--- config.mk ---
export PLATFORM = sky130hd
export DESIGN_NAME = pool_frame_sequencer
export DESIGN_NICKNAME = d
export VERILOG_FILES = /design/src/rtl/pool_frame_sequencer.sv
export SDC_FILE = /design/constraint.sdc
export NUM_CORES = 1
export LEC_CHECK = 0
export ABC_AREA = 1
export CAP_MARGIN = 15
export CORE_MARGIN = 8
export CORE_UTILIZATION = 55
export CTS_BUF_LIST = sky130_fd_sc_hd__clkbuf_8
export DETAILED_ROUTE_END_ITERATION = 8
export PLACE_DENSITY = 0.85
export SYNTH_ARGS = -nofsm -noshare
export SYNTH_HDL_FRONTEND = slang
export SYNTH_SLANG_ARGS = --single-unit
--- constraint.sdc ---
create_clock -name clk -period 2.01 [get_ports clk]
set_clock_uncertainty 0.1 [all_clocks]
set_input_delay 0.402 -clock clk [delete_from_list [all_inputs] [get_ports clk]]
set_output_delay 0.402 -clock clk [all_outputs]
set_load 0.01 [all_outputs]
--- src/rtl/pool_frame_sequencer.sv ---
// Round-robin sequencer that lends one 2x2/stride-2 pooling stage to NUM_CH channels,
// streaming the granted channel's frame in raster order and counting pooled results.
module pool_frame_sequencer #(
  parameter int NUM_CH    = 4,
  parameter int WIDTH     = 26,
  parameter int HEIGHT    = 26,
  parameter int DRAIN_CYC = 8,
  localparam int CH_W     = $clog2(NUM_CH),
  localparam int ADDR_W   = $clog2(WIDTH * HEIGHT)
) (
  input  logic              clk,
  input  logic              rst,
  input  logic [NUM_CH-1:0] ch_req,
  output logic [NUM_CH-1:0] ch_grant,
  output logic [NUM_CH-1:0] ch_done,
  output logic              rd_en,
  output logic [CH_W-1:0]   rd_ch,
  output logic [ADDR_W-1:0] rd_addr,
  input  logic              rd_data,
  output logic              pool_valid_in,
  output logic              pool_pixel_in,
  input  logic              pool_valid_out,
  output logic              busy,
  output logic              drain_err,
  output logic [1:0]        state_dbg
);

  localparam int NPIX   = WIDTH * HEIGHT;
  localparam int OPF    = (WIDTH / 2) * (HEIGHT / 2);
  localparam int CNT_W  = $clog2(OPF + 1);
  localparam int DCNT_W = $clog2(DRAIN_CYC + 1);
  localparam logic [ADDR_W-1:0] LAST_ADDR  = ADDR_W'(NPIX - 1);
  localparam logic [CNT_W-1:0]  OUT_FULL   = CNT_W'(OPF);
  localparam logic [DCNT_W-1:0] DRAIN_LAST = DCNT_W'(DRAIN_CYC - 1);
  localparam logic [CH_W-1:0]   LAST_CH    = CH_W'(NUM_CH - 1);

  typedef enum logic [1:0] {S_IDLE, S_STREAM, S_DRAIN, S_DONE} state_t;

  state_t              state, next_state;
  logic [CH_W-1:0]     rr_ptr, rr_ptr_d;
  logic [CNT_W-1:0]    out_cnt, out_cnt_d;
  logic [DCNT_W-1:0]   drain_cnt, drain_cnt_d;
  logic [NUM_CH-1:0]   grant_d, done_d;
  logic [CH_W-1:0]     rd_ch_d, pick_idx, cand;
  logic [ADDR_W-1:0]   rd_addr_d;
  logic                rd_en_d, err_d, busy_d, pick_valid, drain_ok, drain_timeout;

  // Strobes carry no ready: rd_en and pool_valid_in are single-cycle valids that the
  // memory and the pooling stage must accept every cycle they are high.
  assign pool_pixel_in = pool_valid_in & rd_data;
  assign state_dbg     = state;
  assign drain_ok      = !pool_valid_in && (out_cnt == OUT_FULL);
  assign drain_timeout = (drain_cnt == DRAIN_LAST);

  // Lowest offset from rr_ptr+1 wins, so scan offsets from farthest to nearest.
  always_comb begin
    pick_valid = 1'b0;
    pick_idx   = '0;
    cand       = '0;
    for (int i = NUM_CH; i >= 1; i--) begin
      cand = CH_W'((int'(rr_ptr) + i) % NUM_CH);
      if (ch_req[cand]) begin
        pick_valid = 1'b1;
        pick_idx   = cand;
      end
    end
  end

  always_ff @(posedge clk) begin
    if (rst) begin
      state         <= S_IDLE;
      rr_ptr        <= LAST_CH;
      out_cnt       <= '0;
      drain_cnt     <= '0;
      ch_grant      <= '0;
      ch_done       <= '0;
      rd_en         <= 1'b0;
      rd_ch         <= '0;
      rd_addr       <= '0;
      pool_valid_in <= 1'b0;
      busy          <= 1'b0;
      drain_err     <= 1'b0;
    end else begin
      state         <= next_state;
      rr_ptr        <= rr_ptr_d;
      out_cnt       <= out_cnt_d;
      drain_cnt     <= drain_cnt_d;
      ch_grant      <= grant_d;
      ch_done       <= done_d;
      rd_en         <= rd_en_d;
      rd_ch         <= rd_ch_d;
      rd_addr       <= rd_addr_d;
      pool_valid_in <= rd_en;
      busy          <= busy_d;
      drain_err     <= err_d;
    end
  end

  always_comb begin
    next_state = state;
    case (state)
      S_IDLE:   if (pick_valid) next_state = S_STREAM;
      S_STREAM: if (rd_addr == LAST_ADDR) next_state = S_DRAIN;
      S_DRAIN:  if (drain_ok || drain_timeout) next_state = S_DONE;
      S_DONE:   next_state = S_IDLE;
      default:  next_state = S_IDLE;
    endcase
  end

  always_comb begin
    grant_d     = ch_grant;
    done_d      = '0;
    rd_en_d     = 1'b0;
    rd_ch_d     = rd_ch;
    rd_addr_d   = rd_addr;
    out_cnt_d   = out_cnt;
    drain_cnt_d = drain_cnt;
    rr_ptr_d    = rr_ptr;
    err_d       = drain_err;
    busy_d      = (next_state != S_IDLE);
    // A result beyond the expected count means the pooling stage lost alignment.
    if ((state == S_STREAM || state == S_DRAIN) && pool_valid_out) begin
      if (out_cnt == OUT_FULL) err_d = 1'b1;
      else out_cnt_d = out_cnt + CNT_W'(1);
    end
    case (state)
      S_IDLE: begin
        if (pick_valid) begin
          grant_d     = {{(NUM_CH-1){1'b0}}, 1'b1} << pick_idx;
          rd_ch_d     = pick_idx;
          rd_en_d     = 1'b1;
          rd_addr_d   = '0;
          out_cnt_d   = '0;
          drain_cnt_d = '0;
        end
      end
      S_STREAM: begin
        if (rd_addr == LAST_ADDR) begin
          rd_addr_d   = '0;
          drain_cnt_d = '0;
        end else begin
          rd_en_d   = 1'b1;
          rd_addr_d = rd_addr + ADDR_W'(1);
        end
      end
      S_DRAIN: begin
        if (drain_ok) begin
          done_d = ch_grant;
        end else if (drain_timeout) begin
          done_d = ch_grant;
          err_d  = 1'b1;
        end else begin
          drain_cnt_d = drain_cnt + DCNT_W'(1);
        end
      end
      S_DONE: begin
        grant_d  = '0;
        rd_ch_d  = '0;
        rr_ptr_d = rd_ch;
      end
      default: ;
    endcase
  end

endmodule
==> impl_metrics.yaml, run 1 <==
timing:
  maxSlewViolCount: 0
  fmax_mhz: 538.7
  period_share_pct: 92.36
  hold_viol_final: 0
  rsz0062_at_grt: "no"
  period_needed_ps: 1856
  setup_violations: 0
  tightest_slew_ps: 380.3
  slew_headroom_pct: 74.57
critical_path:
  crit_path_start_kind: "flip-flop"
  rr_worst_depth: 9
  worstPathRequired_ps: 1510
  cpLargestDelayFamily: "buffers and inverters"
  cp.buffers_inverters: 1
  critPathMaxFanout: 6
  path_class: "reg2out"
  critPathSlowestCell: "clkdlybuf4s50_1"
  worstPathCellList: "clkdlybuf4s50_1"
  crit_path_end_kind: "output port"
  cpPeakStageDelay_ps: 590
  worst-path-stages: 1
  cp_data_arrival_time_ps: 1350
cts:
  cts-htree-levels: 2
  cts_buffer_depth: 2
  cts_tree: "built"
  hold_buffers: 0
  cts.reportedPaths.clkPinSlew_ps: 70
  cts_buffers: 5
  cts_sinks: 40
  cts_setup_buffers: 0
  clockRootBuffer: "clkbuf_8"
  clk_latency_ps: 290
synth:
  synth.area.top_cells: "dfxtp_1 (36%), nand2_1 (14%), inv_1 (7.4%), nand3_1 (5.7%), nor2_1 (5.6%)"
  synthCells: 317
  ys.flop_type: "dfxtp_1"
  synth_top_cell_area_share_pct: 36.49
  ys_ff_latch: 40
  synth.distinct_cells: 30
  syn_area_per_cell_sq_um: 6.923
  yosys.area.top_type: "dfxtp_1"
  ys_warn_count: 0
  async_flop_share_pct: 0
  syn_nets: 333
  syn_area_sq_mm: 0.002195
  synth_edf_count: 0
  yosysSeqAreaShare_pct: 36.49
flow_run:
  drv_cap: 0
detailed_routing:
  met1_length_um: 2100
  drtAntennaViolNets: 0
  drt-pass1-iter-count: 4
  vias_per_cell: 5.195
  num_vias: 2156
  drcViolationCount: 0
  avgRoutedWirePerCell_um: 12.29
  route.met2.wl_um: 2530
  met3_length_um: 382
  drt_iter0_drc: 203
  finalWirelength_um: 5100
  top_layer: "met4"
floorplanning:
  fp.dieArea_sq_mm: 0.006267
  core-area_sq_mm: 0.003914
  start_util_pct: 56.07
  rows: 23
  fp.dieH_um: 79.17
  die_width_um: 79.17
  pin_count: 35
layout:
  area_delta_synth_final_pct: 26.11
  nFillCells: 336
  multi_input_area_sq_mm: 0.001187
  final-seq-area_sq_um: 800.8
  drive_gt1_share_pct: 11.78
  final_common_cell: "nand2_1"
  finalNetCount: 380
  num_antenna_cells: 0
  fin_cells: 415
  final_cell_mix: "nand2_1 (82), inv_1 (43), dfxtp_1 (40)"
  design_area_sq_mm: 0.002768
placed_design:
  place_area_sq_mm: 0.002643
  routabilityCongestion: 0.8564
  post-dp-hpwl_um: 3866
  dp.cells: 407
  portBuffers: 34
global_route:
  grt_max_degree: 13
  antenna_found_initial: 0
  grt_overflow: 0
  grt_usage_pct: 16.60
  grt_pass1_vias: 2083
  grt_pass1_wl_um: 8583
outcome:
  status: "complete, no violations"
worst_hold_path:
  hold_path.class: "reg2reg"
  whs_path_depth: 2
pwr:
  p_per_area_mw_per_mm2: 649.1
  leakagePower_nw: 1.203
  peakVddDrop_mv: 0.4930
-- stage by stage --
stage                     utilization (%)  setup TNS [ps]  hold WS [ps]  power (W)  setup WS (ps)
after global placement              67.52               0         309.6   0.001098          23.63
after detailed placement            67.52          -88.49         310.6   0.001103         -38.94
after global routing                70.72               0         362.7   0.001870          22.32
final                               70.72               0         330.0   0.001796          153.6
after floorplan                         -               0         339.3   0.001001          343.5
after CTS                           70.72               0         329.8   0.001808          164.6
-- what timing repair did --
| action | 4_1_cts | 5_1_grt |
|---|---|---|
| setup endpoints to repair | 1 | 0 |
| resized for setup | 1 | 0 |
| hold endpoints to repair | 0 | 0 |
-- synthesized netlist by cell type (2+ instances only) --
cell and count:
nor3_1 7, nor3b_1 2, o21ai_0 9, clkbuf_1 2, nor2_4 3, a21oi_1 19
nand3_1 25, ha_1 8, nand2_2 8, inv_1 43, nor2_2 2, buf_6 2
a21oi_2 2, xor2_1 8, nand4_1 7, o21ai_2 2, nand2_4 2, inv_2 2
dfxtp_1 40, nand2_1 82, nor2_1 33
-- where the power goes --
part	total (W)	internal (W)	leakage (nW)	switching (W)
combinational	0.000252	0.000111	0.814	0.000141
sequential	0.000833	0.000814	0.325	0.0000192
clock	0.000711	0.000438	0.0645	0.000273
total	0.00180	0.00136	1.20	0.000433
-- registers in the layout, summed over array words and instances, names as in the netlist --
name and count:
busy 1, rr_ptr 2, rd_ch 2, drain_cnt 4, drain_err 1, ch_done 4, out_cnt 8, rd_addr 10
pool_valid_in 1, rd_en 1, state_dbg 2, ch_grant 4
-- layer usage --
metal | up-vias | track usage (%)
met4 | 0 | 7.778
met1 | 973 | 17.39
met2 | 75 | 30.07
met3 | 9 | 4.402
met5 | - | 0
li1 | 1099 | -
-- final cells by class --
class                   count  share of cell area, %
repair buffers             45                  15.24
clock inverters             1                  1.085
multi-input cells         227                  42.90
well taps                  50                  2.260
clock buffers               7                  3.481
flip-flops and latches     40                  28.93
inverters                  45                  6.103
-- cells by family after synthesis --
kind of cell	synth area share, %
compound gates	9.978
fa+ha+maj	4.561
flops	36.49
simple gates	35.86
xor+xnor	3.193
buf+inv	9.407
mux	0.5131
-- path summary, 6_finish.rpt --
check | start | slack (ps) | endpoint
worst min-delay path | rd_en | 330 | pool_valid_in
worst max-delay path | rd_addr[7] | 150 | rd_addr[7]
worst min register to register | rd_en | 330 | pool_valid_in
worst max register to register | state_dbg[0] | 230 | rd_addr[5]
Power figures use the tool's default switching activity.
==> run 2, diff against run 1 <==
==> constraint.sdc (replaced) <==
create_clock -name clk -period 1.8 [get_ports clk]
set_clock_uncertainty 0.1 [all_clocks]
set_input_delay 0.36 -clock clk [delete_from_list [all_inputs] [get_ports clk]]
set_output_delay 0.36 -clock clk [all_outputs]
set_load 0.01 [all_outputs]
==> impl_metrics.yaml, run 2 (synthesized netlist as in run 1, its figures left out) <==
timing:
  period_share_pct: 96.61
  maxSlewViolCount: 0
  hold_viol_final: 0
  period_needed_ps: 1739
  tightest_slew_ps: 307.4
  rsz0062_at_grt: "yes"
  finalWorstSetupSlack_ps: 61.07
  slew_headroom_pct: 79.44
  setup_violations: 0
  fmax_mhz: 575.1
detailed_routing:
  num_vias: 2178
  drtAntennaViolNets: 0
  drt-pass1-iter-count: 4
  avgRoutedWirePerCell_um: 11.90
  drt_iter0_drc: 132
  finalWirelength_um: 5058
  vias_per_cell: 5.125
  drcViolationCount: 0
cts:
  cts_sinks: 40
  clockRootBuffer: "clkbuf_8"
  clk_latency_ps: 290
  cts-htree-levels: 2
  cts.reportedPaths.clkPinSlew_ps: 70
  cts_buffer_depth: 2
  cts_tree: "built"
  cts_buffers: 5
layout:
  final_common_cell: "nand2_1"
  top_regs: "rd_addr x10, out_cnt x8"
  multi_input_area_sq_mm: 0.001216
  num_antenna_cells: 0
  nFillCells: 341
  finalNetCount: 391
  final_cell_mix: "nand2_1 (81), inv_1 (44), dfxtp_1 (38)"
  final-seq-area_sq_um: 803.3
  drive_gt1_share_pct: 16.00
  area_delta_synth_final_pct: 29.65
  largest-register: "rd_addr"
  largest_reg_flops: 10
floorplanning:
  pin_count: 35
  fp.dieH_um: 79.17
  die_width_um: 79.17
  fp.dieArea_sq_mm: 0.006267
  core-area_sq_mm: 0.003914
  start_util_pct: 56.07
  rows: 23
pwr:
  p_sw_w: 0.0004771
  leakagePower_nw: 1.312
  pwr-share-comb_pct: 17.8
  power_frac_clock_pct: 30.5
  peakVddDrop_mv: 0.3582
  p_int_w: 0.001310
  p_sw_share_pct: 26.69
  seqPwrFrac_pct: 51.7
  power_w: 0.001787
  p_per_area_mw_per_mm2: 628.2
outcome:
  status: "complete, no violations"
critical_path:
  cp-endpoint: "rd_addr[4]"
  cpLargestDelayFamily: "buffers and inverters"
  cp_data_arrival_time_ps: 1280
  crit_path_start_kind: "flip-flop"
  critPathSlowestCell: "clkdlybuf4s50_1"
  cp.buffers_inverters: 1
  r2r-start: "state_dbg[1]"
  path_class: "reg2out"
  rr_worst_depth: 8
  reg2reg_slack_ps: 130
  cpPeakStageDelay_ps: 570
  worstPathCellList: "clkdlybuf4s50_1"
  r2r_end: "out_cnt[5]"
  crit_path_end_kind: "output port"
  critPathMaxFanout: 5
  worstPathRequired_ps: 1340
  worst-path-stages: 1
  critPathLaunch: "rd_addr[4]"
global_route:
  grt_pass1_wl_um: 8528
  grt_pass1_vias: 2085
  grt_overflow: 0
  antenna_found_initial: 0
  grt_usage_pct: 16.35
  grt_max_degree: 13
placed_design:
  post-dp-hpwl_um: 3887
  dp_worst_setup_slack_ps: -222.8
  portBuffers: 34
  routabilityCongestion: 0.8980
flow_run:
  drv_cap: 0
worst_hold_path:
  whs_path_depth: 2
  hold_path.class: "reg2reg"
-- run 2: cell count changes in the layout (fill, tap and decap cells not counted), moves of 2 or more --
cell and change:
buf_4 +11, clkbuf_8 -2, clkdlybuf4s50_1 -5, dfxtp_1 -2
dfxtp_2 +2, dlymetal6s2s_1 +5, nor2_1 -2, nor2_2 +2
-- run 2: how the worst min path moves through the flow --
stage,startpoint,endpoint,slack (ps)
floorplan,out_cnt[7],out_cnt[7],340
global placement,rd_en,pool_valid_in,320
detailed placement,rd_en,pool_valid_in,340
CTS,rd_en,pool_valid_in,350
global route,rd_en,pool_valid_in,380
finish,rd_en,pool_valid_in,340
-- run 2: power groups by stage --
stage / clock, W / combinational (W) / sequential (W)
3_3_place_gp: 0 / 0.000295 / 0.000943
3_5_place_dp: 0 / 0.000300 / 0.000944
4_1_cts: 0.000564 / 0.000301 / 0.000923
5_1_grt: 0.000602 / 0.000351 / 0.000926
6_report: 0.000546 / 0.000319 / 0.000923
2_1_floorplan: 0 / 0.000161 / 0.000957
-- run 2: layer usage --
metal / track usage [%] / part of all wire, %
met1: 17.21 / 43
met2: 29.75 / 49
met3: 4.740 / 5.8
met4: 6.481 / 1.9
met5: 0 / 0
-- run 2: through the flow --
stage,cells,TNS (ps),hold WS (ps),area (sq um),util (%)
2_1_floorplan,317,0,339.3,2195,-
3_3_place_gp,415,-1907,318.2,2703,69.05
3_5_place_dp,415,-3011,338.9,2703,69.05
4_1_cts,422,0,351.2,2779,71.00
5_1_grt,425,-65.78,380.5,2845,72.70
6_report,425,0,340.3,2845,72.70
-- run 2: final cells by class --
class                           instances  area share, %
Tap cell                               50          2.199
Timing Repair Buffer                   56          18.16
Inverter                               45          5.937
Multi-Input combinational cell        227          42.74
Sequential cell                        40          28.23
Clock buffer                            5          2.419
Clock inverter                          2         0.3078
-- run 2: repair_timing --
action                     in CTS  in global routing
setup endpoints to repair       1                 16
pin swaps                       0                  7
hold buffers                    0                  0
setup buffers                   0                  3
hold endpoints to repair        0                  0
resized for setup               1                 14
